<file path="src/rtl/instr_fetch_buffer.sv">
// Two-entry skid buffer between instruction fetch and decode.
// Carries each instruction with its PC and splits the head word into opcode, register select and immediate.
module instr_fetch_buffer #(
    parameter int PC_W    = 16,
    parameter int INSTR_W = 16,
    parameter int IMM_W   = 9
) (
    input  logic               clk,
    input  logic               rst_n,
    input  logic               flush,
    input  logic               in_valid,
    input  logic [INSTR_W-1:0] in_instr,
    input  logic [PC_W-1:0]    in_pc,
    output logic               in_ready,
    output logic               out_valid,
    input  logic               out_ready,
    output logic [5:0]         out_opcode,
    output logic               out_reg_sel,
    output logic [IMM_W-1:0]   out_immed,
    output logic [PC_W-1:0]    out_pc
);

    localparam logic [1:0] EMPTY = 2'd0;
    localparam logic [1:0] ONE   = 2'd1;
    localparam logic [1:0] FULL  = 2'd2;

    logic [1:0]         state_q, state_d;
    logic               inReady_q, inReady_d;
    logic [INSTR_W-1:0] headInstr_q, headInstr_d;
    logic [PC_W-1:0]    headPc_q, headPc_d;
    logic [INSTR_W-1:0] skidInstr_q, skidInstr_d;
    logic [PC_W-1:0]    skidPc_q, skidPc_d;
    logic               pushFire;
    logic               popFire;

    assign out_valid = (state_q != EMPTY);
    assign in_ready  = inReady_q;
    assign pushFire  = in_valid & inReady_q;
    assign popFire   = out_valid & out_ready;

    always_comb begin
        state_d     = state_q;
        headInstr_d = headInstr_q;
        headPc_d    = headPc_q;
        skidInstr_d = skidInstr_q;
        skidPc_d    = skidPc_q;
        case (state_q)
            EMPTY: begin
                if (pushFire) begin
                    state_d     = ONE;
                    headInstr_d = in_instr;
                    headPc_d    = in_pc;
                end
            end
            ONE: begin
                if (pushFire && popFire) begin
                    headInstr_d = in_instr;
                    headPc_d    = in_pc;
                end else if (pushFire) begin
                    state_d     = FULL;
                    skidInstr_d = in_instr;
                    skidPc_d    = in_pc;
                end else if (popFire) begin
                    state_d = EMPTY;
                end
            end
            FULL: begin
                if (popFire) begin
                    state_d     = ONE;
                    headInstr_d = skidInstr_q;
                    headPc_d    = skidPc_q;
                end
            end
            default: state_d = EMPTY;
        endcase
        // A flushed buffer keeps its stale head so decode-side fields do not toggle while invalid.
        if (flush) begin
            state_d     = EMPTY;
            headInstr_d = headInstr_q;
            headPc_d    = headPc_q;
            skidInstr_d = skidInstr_q;
            skidPc_d    = skidPc_q;
        end
        inReady_d = (state_d != FULL);
    end

    always_ff @(posedge clk or negedge rst_n) begin
        if (!rst_n) begin
            state_q     <= EMPTY;
            inReady_q   <= 1'b0;
            headInstr_q <= '0;
            headPc_q    <= '0;
            skidInstr_q <= '0;
            skidPc_q    <= '0;
        end else begin
            state_q     <= state_d;
            inReady_q   <= inReady_d;
            headInstr_q <= headInstr_d;
            headPc_q    <= headPc_d;
            skidInstr_q <= skidInstr_d;
            skidPc_q    <= skidPc_d;
        end
    end

    assign out_opcode  = headInstr_q[15:10];
    assign out_reg_sel = headInstr_q[9];
    assign out_immed   = headInstr_q[IMM_W-1:0];
    assign out_pc      = headPc_q;

endmodule

</file>
<file path="config.mk">
export PLATFORM = sky130hd
export DESIGN_NAME = instr_fetch_buffer
export DESIGN_NICKNAME = d
export VERILOG_FILES = /design/src/rtl/instr_fetch_buffer.sv
export SDC_FILE = /design/constraint.sdc
export NUM_CORES = 1
export LEC_CHECK = 0
export ABC_AREA = 1
export ABC_CLOCK_PERIOD_IN_PS = 3700
export CAP_MARGIN = 20
export CELL_PAD_IN_SITES_DETAIL_PLACEMENT = 0
export CELL_PAD_IN_SITES_GLOBAL_PLACEMENT = 1
export CORE_MARGIN = 2
export CORE_UTILIZATION = 39
export CTS_CLUSTER_DIAMETER = 100
export DETAILED_ROUTE_END_ITERATION = 7
export HOLD_SLACK_MARGIN = 0.06
export PLACE_DENSITY = 0.88
export SETUP_SLACK_MARGIN = 0.4
export SKIP_LAST_GASP = 1
export SLEW_MARGIN = 5
export SYNTH_ARGS = -nofsm -noshare
export SYNTH_HDL_FRONTEND = slang
export SYNTH_SLANG_ARGS = --single-unit
export TNS_END_PERCENT = 5
</file>
<file path="constraint.sdc">
create_clock -name clk -period 3.7 [get_ports clk]
set_input_delay 0.37 -clock clk [delete_from_list [all_inputs] [get_ports clk]]
set_output_delay 0.37 -clock clk [all_outputs]
set_load 0.1 [all_outputs]
</file>
==> metrics.yaml <==
grt_max_degree: 37
grt_use_met3_pct: 4.79
track_usage_pct: 19.4
diodes: 0
hold_slack_ps: 82.7
path_clk_slew_ps: 70
period_share_pct: 70.5
ys_seq_area_share_pct: 52.4
crit_chain: "inv_2, nor2_1, nand2_1, buf_4, nand4_2, nand2_1, nand2_1"
drc_errors: 0
fp.dieW_um: 94.6
synth_top_cell_by_area: "dfrtp_1"
hold_viol: 0
grt_setup_unrepaired: "false"
vias_per_cell: 4.91
critPathTopFamily: "simple AND/OR/NAND/NOR gates"
slew_headroom_pct: 34.4
place_inst: 565
yosysWarnings: 0
pwr_density_cell_mw_per_mm2: 649
synthFlopType: "dfrtp_1"
cts_buffer_depth: 2
drv_cap: 0
areaGrowthSynthToFinish_pct: 29.5
cts_sinks: 67
antenna_left: 0
dieArea_mm2: 0.00895
place.gp.congestion: 0.783
required_ps: 3930
syn_area_mm2: 0.00320
die_h_um: 94.6
port_buffers: 70
synth_cell_type_count: 17
cts_tree: "done"
setup_viol: 0
worst-path-buf-inv: 2
cts_resized: 0
vias: 2851
slowest_delay_ps: 730
routed_wl_um: 7940
layout-drive-gt1-share_pct: 6.51
cts_root_buffer: "clkbuf_8"
antenna_found_initial: 0
gr-usage-met1_pct: 26.2
final_util_pct: 51.2
drt-pass1-iter-count: 4
worst-setup-path-type: "reg -> reg"
cts_buffers: 9
finalMaxSlewViolations: 0
netlist_instances: 412
syn_area_per_cell_um2: 7.77
postCtsHoldBufs: 0
rows: 33
cpMostUsedCell: "nand2_1"
outcome: "finished, final reports clean"
yosysTopAreaCellShare_pct: 52.4
end_kind: "flop"
instances_no_fill: 581
fill_cells: 780
grt_pass1_vias: 2649
arrival_ps: 2840
dp_hpwl_um: 5150
clock_skew_ps: 6.89
synth_edf_count: 0
post_cts_buffers: 0
cts_max_level: 3
slowest_stage: "nand4_2"
syn_nets: 449
busiest_layer: "met2"
p_leak_nw: 2.15
synth.area.top_cells: "dfrtp_1 52%, nand2_1 20%, nand4_1 6.6%, nand3_1 5.3%, inv_1 4.1%"
async_flop_share_pct: 100
ir_worst_vdd_v: 0.000302
max_freq_mhz: 383
setup_tns_ps: 0
cp-start-kind: "flop"
nets: 508
tightest_slew_ps: 981
worstHoldPathType: "in -> async"
start_util_pct: 39.5
core_area_mm2: 0.00809
cp_max_fo: 36
insertion_delay_ps: 350
io_pins: 71
dr.first_iter.drc_count: 161
grt.overflow.total: 0
post_drt_wl_per_cell_um: 13.7
ys_ff_latch: 67
period_minus_slack_ps: 2610
grt_pass1_wl_um: 13300
use_met2_pct: 30.1
final timing paths:
| kind | cells past startpoint | slack, ps | end | from |
|---|---|---|---|---|
| min in group clk | 2 | 470 | headInstr_q[14]$_DFFE_PN0P_ | headInstr_q[14]$_DFFE_PN0P_ |
| min | 1 | 80 | in_ready$_DFF_PN0_ | rst_n |
| max | 7 | 1090 | out_pc[12]$_DFFE_PN0P_ | state_q[0]$_DFF_PN0_ |
| max in group asynchronous | 2 | 2680 | out_pc[3]$_DFFE_PN0P_ | rst_n |
| min reg2reg | 2 | 470 | headInstr_q[14]$_DFFE_PN0P_ | headInstr_q[14]$_DFFE_PN0P_ |
| max reg2reg | 7 | 1090 | out_pc[12]$_DFFE_PN0P_ | state_q[0]$_DFF_PN0_ |
cells in the mapped netlist (3+ instances only):
master	n
dfrtp_1	67
buf_2	15
nand2_1	168
clkbuf_1	8
inv_1	35
nand3_1	34
nor2_1	5
inv_2	3
o21ai_0	11
nand4_1	34
buf_4	5
o21ai_1	22
metal layers:
| layer | up-vias | routed length [µm] |
|---|---|---|
| met5 | - | 0 |
| met4 | 0 | 194 |
| met3 | 16 | 436 |
| met2 | 80 | 3870 |
| met1 | 1316 | 3440 |
| li1 | 1439 | - |
area by class of cell:
type / count / area [µm²] / share of cell area [%]
multi-input combinational: 278 / 1230 / 29.8
clock inverter: 4 / 47.5 / 1.15
clock buffer: 12 / 165 / 3.99
inverter: 38 / 143 / 3.44
tap: 105 / 131 / 3.17
timing repair buffer: 77 / 746 / 18.0
sequential: 67 / 1680 / 40.5
cell families (layout without fill, tap and decap cells):
logic type      Yosys count  in the layout  share of synthesized area [%]
flops                    67             67                           52.4
simple gates            244            244                           33.2
compound gates           34             34                           5.39
buf+inv                  67            131                           9.03
stage by stage:
step	area, µm²	power, mW	setup WS (ps)
after global routing	4140	2.82	758
after detailed placement	3930	2.07	1080
after global placement	3930	2.05	1120
final	4140	2.69	1090
after CTS	4140	2.71	1070
after floorplan	3200	1.78	1790
registers in the layout, indices dropped and copies added, names as in the netlist:
signal / cells
out_pc: 16
headInstr_q: 16
skidInstr_q: 16
state_q: 2
skidPc_q: 16
in_ready: 1
placed cells by master (no fill, tap or decap), types with 2 or more instances in the layout:
cell type	Yosys	routed
buf_4	5	8
clkbuf_8	0	12
clkdlybuf4s50_1	0	68
clkinv_2	0	2
dfrtp_1	67	67
inv_1	35	35
inv_2	3	3
nand2_1	168	168
nand3_1	34	34
nand4_1	34	34
nor2_1	5	5
o21ai_0	11	11
o21ai_1	22	22
power breakdown:
| part | total [mW] | internal [mW] | switching [mW] | leakage [nW] |
|---|---|---|---|---|
| combinational | 1.04 | 0.255 | 0.789 | 1.20 |
| clock | 0.643 | 0.364 | 0.279 | 0.108 |
| sequential | 1.00 | 0.903 | 0.100 | 0.839 |
| total | 2.69 | 1.52 | 1.17 | 2.15 |
No activity file was read; power rests on OpenSTA's default activity.
==> edit, RTL diff (same settings) <==
Make the reset (`rst_n`) synchronous in one clocked block.
--- a/src/rtl/instr_fetch_buffer.sv
+++ b/src/rtl/instr_fetch_buffer.sv
@@ -85,5 +85,5 @@
     end
 
-    always_ff @(posedge clk or negedge rst_n) begin
+    always_ff @(posedge clk) begin
         if (!rst_n) begin
             state_q     <= EMPTY;
Formal check against the unedited RTL: differs if rst_n is asserted again (counterexample within 4 cycles, from zero or initial values and one cycle with rst_n low); with rst_n held inactive, the same outputs for 10 cycles.
==> edit against the unedited design <==
  * Synthesized area shrank 3.4%
  * Hold slack improved by 430 ps
  * Sequential cell count is the same
  * Wire length down 17%
  * Maximum frequency up 8.5%
  * Setup slack improved by 200 ps
  * Cell area down 4.0%
Power is not compared: it rests on default switching activity, and its combinational part moved more than twofold at a synthesized area within 25%.
==> edit: results <==
{
  "insertion_delay_ps": 330,
  "grtUsageMet2": 0.286,
  "synth_compound_area_frac": 0.0562,
  "post_route_cells_drive_above_1_share": 0.0425,
  "regToRegEndpoint": "out_pc[12]$_SDFFE_PN0P_",
  "placed_cell_area_um2": 3780,
  "hold_start": "headInstr_q[1]$_SDFFE_PN0P_",
  "nFlopsAndLatches": 67,
  "clock_skew_ps": 4.20,
  "status": "completed",
  "place_congestion": 0.725,
  "synthAdderAreaFrac": 0,
  "dp_hpwl_mm": 4.06,
  "path_max_fanout": 5,
  "routed-wl-met2_mm": 3.13,
  "synth_common_cells": "nand2_1 (168), nor2_1 (134), dfxtp_1 (67)",
  "reg2reg_from": "state_q[1]$_SDFF_PN0_",
  "use_met1": 0.191,
  "multi_input_gates": 341,
  "synth.avg_cell_area_um2": 6.16,
  "arrival_ps": 2030,
  "detailedRoute.firstIterationViolations": 102,
  "r2r_setup_slack_ps": 1950,
  "fillers": 810,
  "htree_levels": 3,
  "grt_pass1_vias": 2563,
  "grt_pass1_wl_mm": 11.4,
  "grt.total_usage": 0.164,
  "first_pass_iters": 6,
  "crit_path_end": "out_valid",
  "multi_input_area_um2": 1340,
  "wire_per_inst_um": 9.83,
  "inverters": 68,
  "syn_nets": 539,
  "wl_met3_um": 234,
  "synth_seq_area_share": 0.434,
  "buffer_area_frac": 0.181,
  "wl_met1_mm": 3.09,
  "multi_input_area_share": 0.338,
  "critical_path_class": "reg2out",
  "grtUsageMet3": 0.0371,
  "final-clk-cell-share": 0.0481,
  "final_net_count": 597,
  "grt_max_degree": 65,
  "n_all_buffers": 73,
  "holdPathEnd": "headInstr_q[1]$_SDFFE_PN0P_",
  "hold_path_class": "reg2reg",
  "synthFlopType": "dfxtp_1",
  "synth.area.top_cells": "dfxtp_1 (43%), nand2_1 (20%), nor2_1 (16%)",
  "seq_area_um2": 1340,
  "synth.distinct_cells": 16,
  "min_path_cells": 4,
  "synthArstFlopShare": 0,
  "nClkBuffers": 15,
  "tightest_slew_ps": 1020,
  "dr_total_vias": 2833,
  "r2r_cells": 4
}
edit: cell count changes in the layout (fill, tap and decap cells not counted), sizes merged, moves of 2 or more:
cell	unedited run	this run
nor2	6	134
dfrtp	67	0
dfxtp	0	67
nand4	35	1
nand3	34	1
inv	38	68
buf	9	4
clkbuf	12	15
a21oi	0	2
nand2	169	171
edit: critical path, cell delays in order, from the launching register on:
cell and delay [ps]:
dfxtp_1 420, inv_2 80, nand2_2 70, clkdlybuf4s50_1 1130
edit: power by group through the flow:
stage	Clock [mW]	Sequential [mW]	Combinational [mW]
after floorplan	0	0.912	0.0798
after global placement	0	0.770	0.312
after detailed placement	0	0.770	0.313
after CTS	0.609	0.754	0.314
after global routing	0.642	0.756	0.334
final	0.585	0.754	0.311
edit: per-stage QoR:
step                      total power, mW  std cells  hold WS [ps]  worst slack, ps
after detailed placement             1.08        651           497             1660
final                                1.65        667           510             1300
after CTS                            1.68        667           511             1280
after global placement               1.08        651           497             1690
after floorplan                     0.992        502           489             1860
after global routing                 1.73        667           537             1210
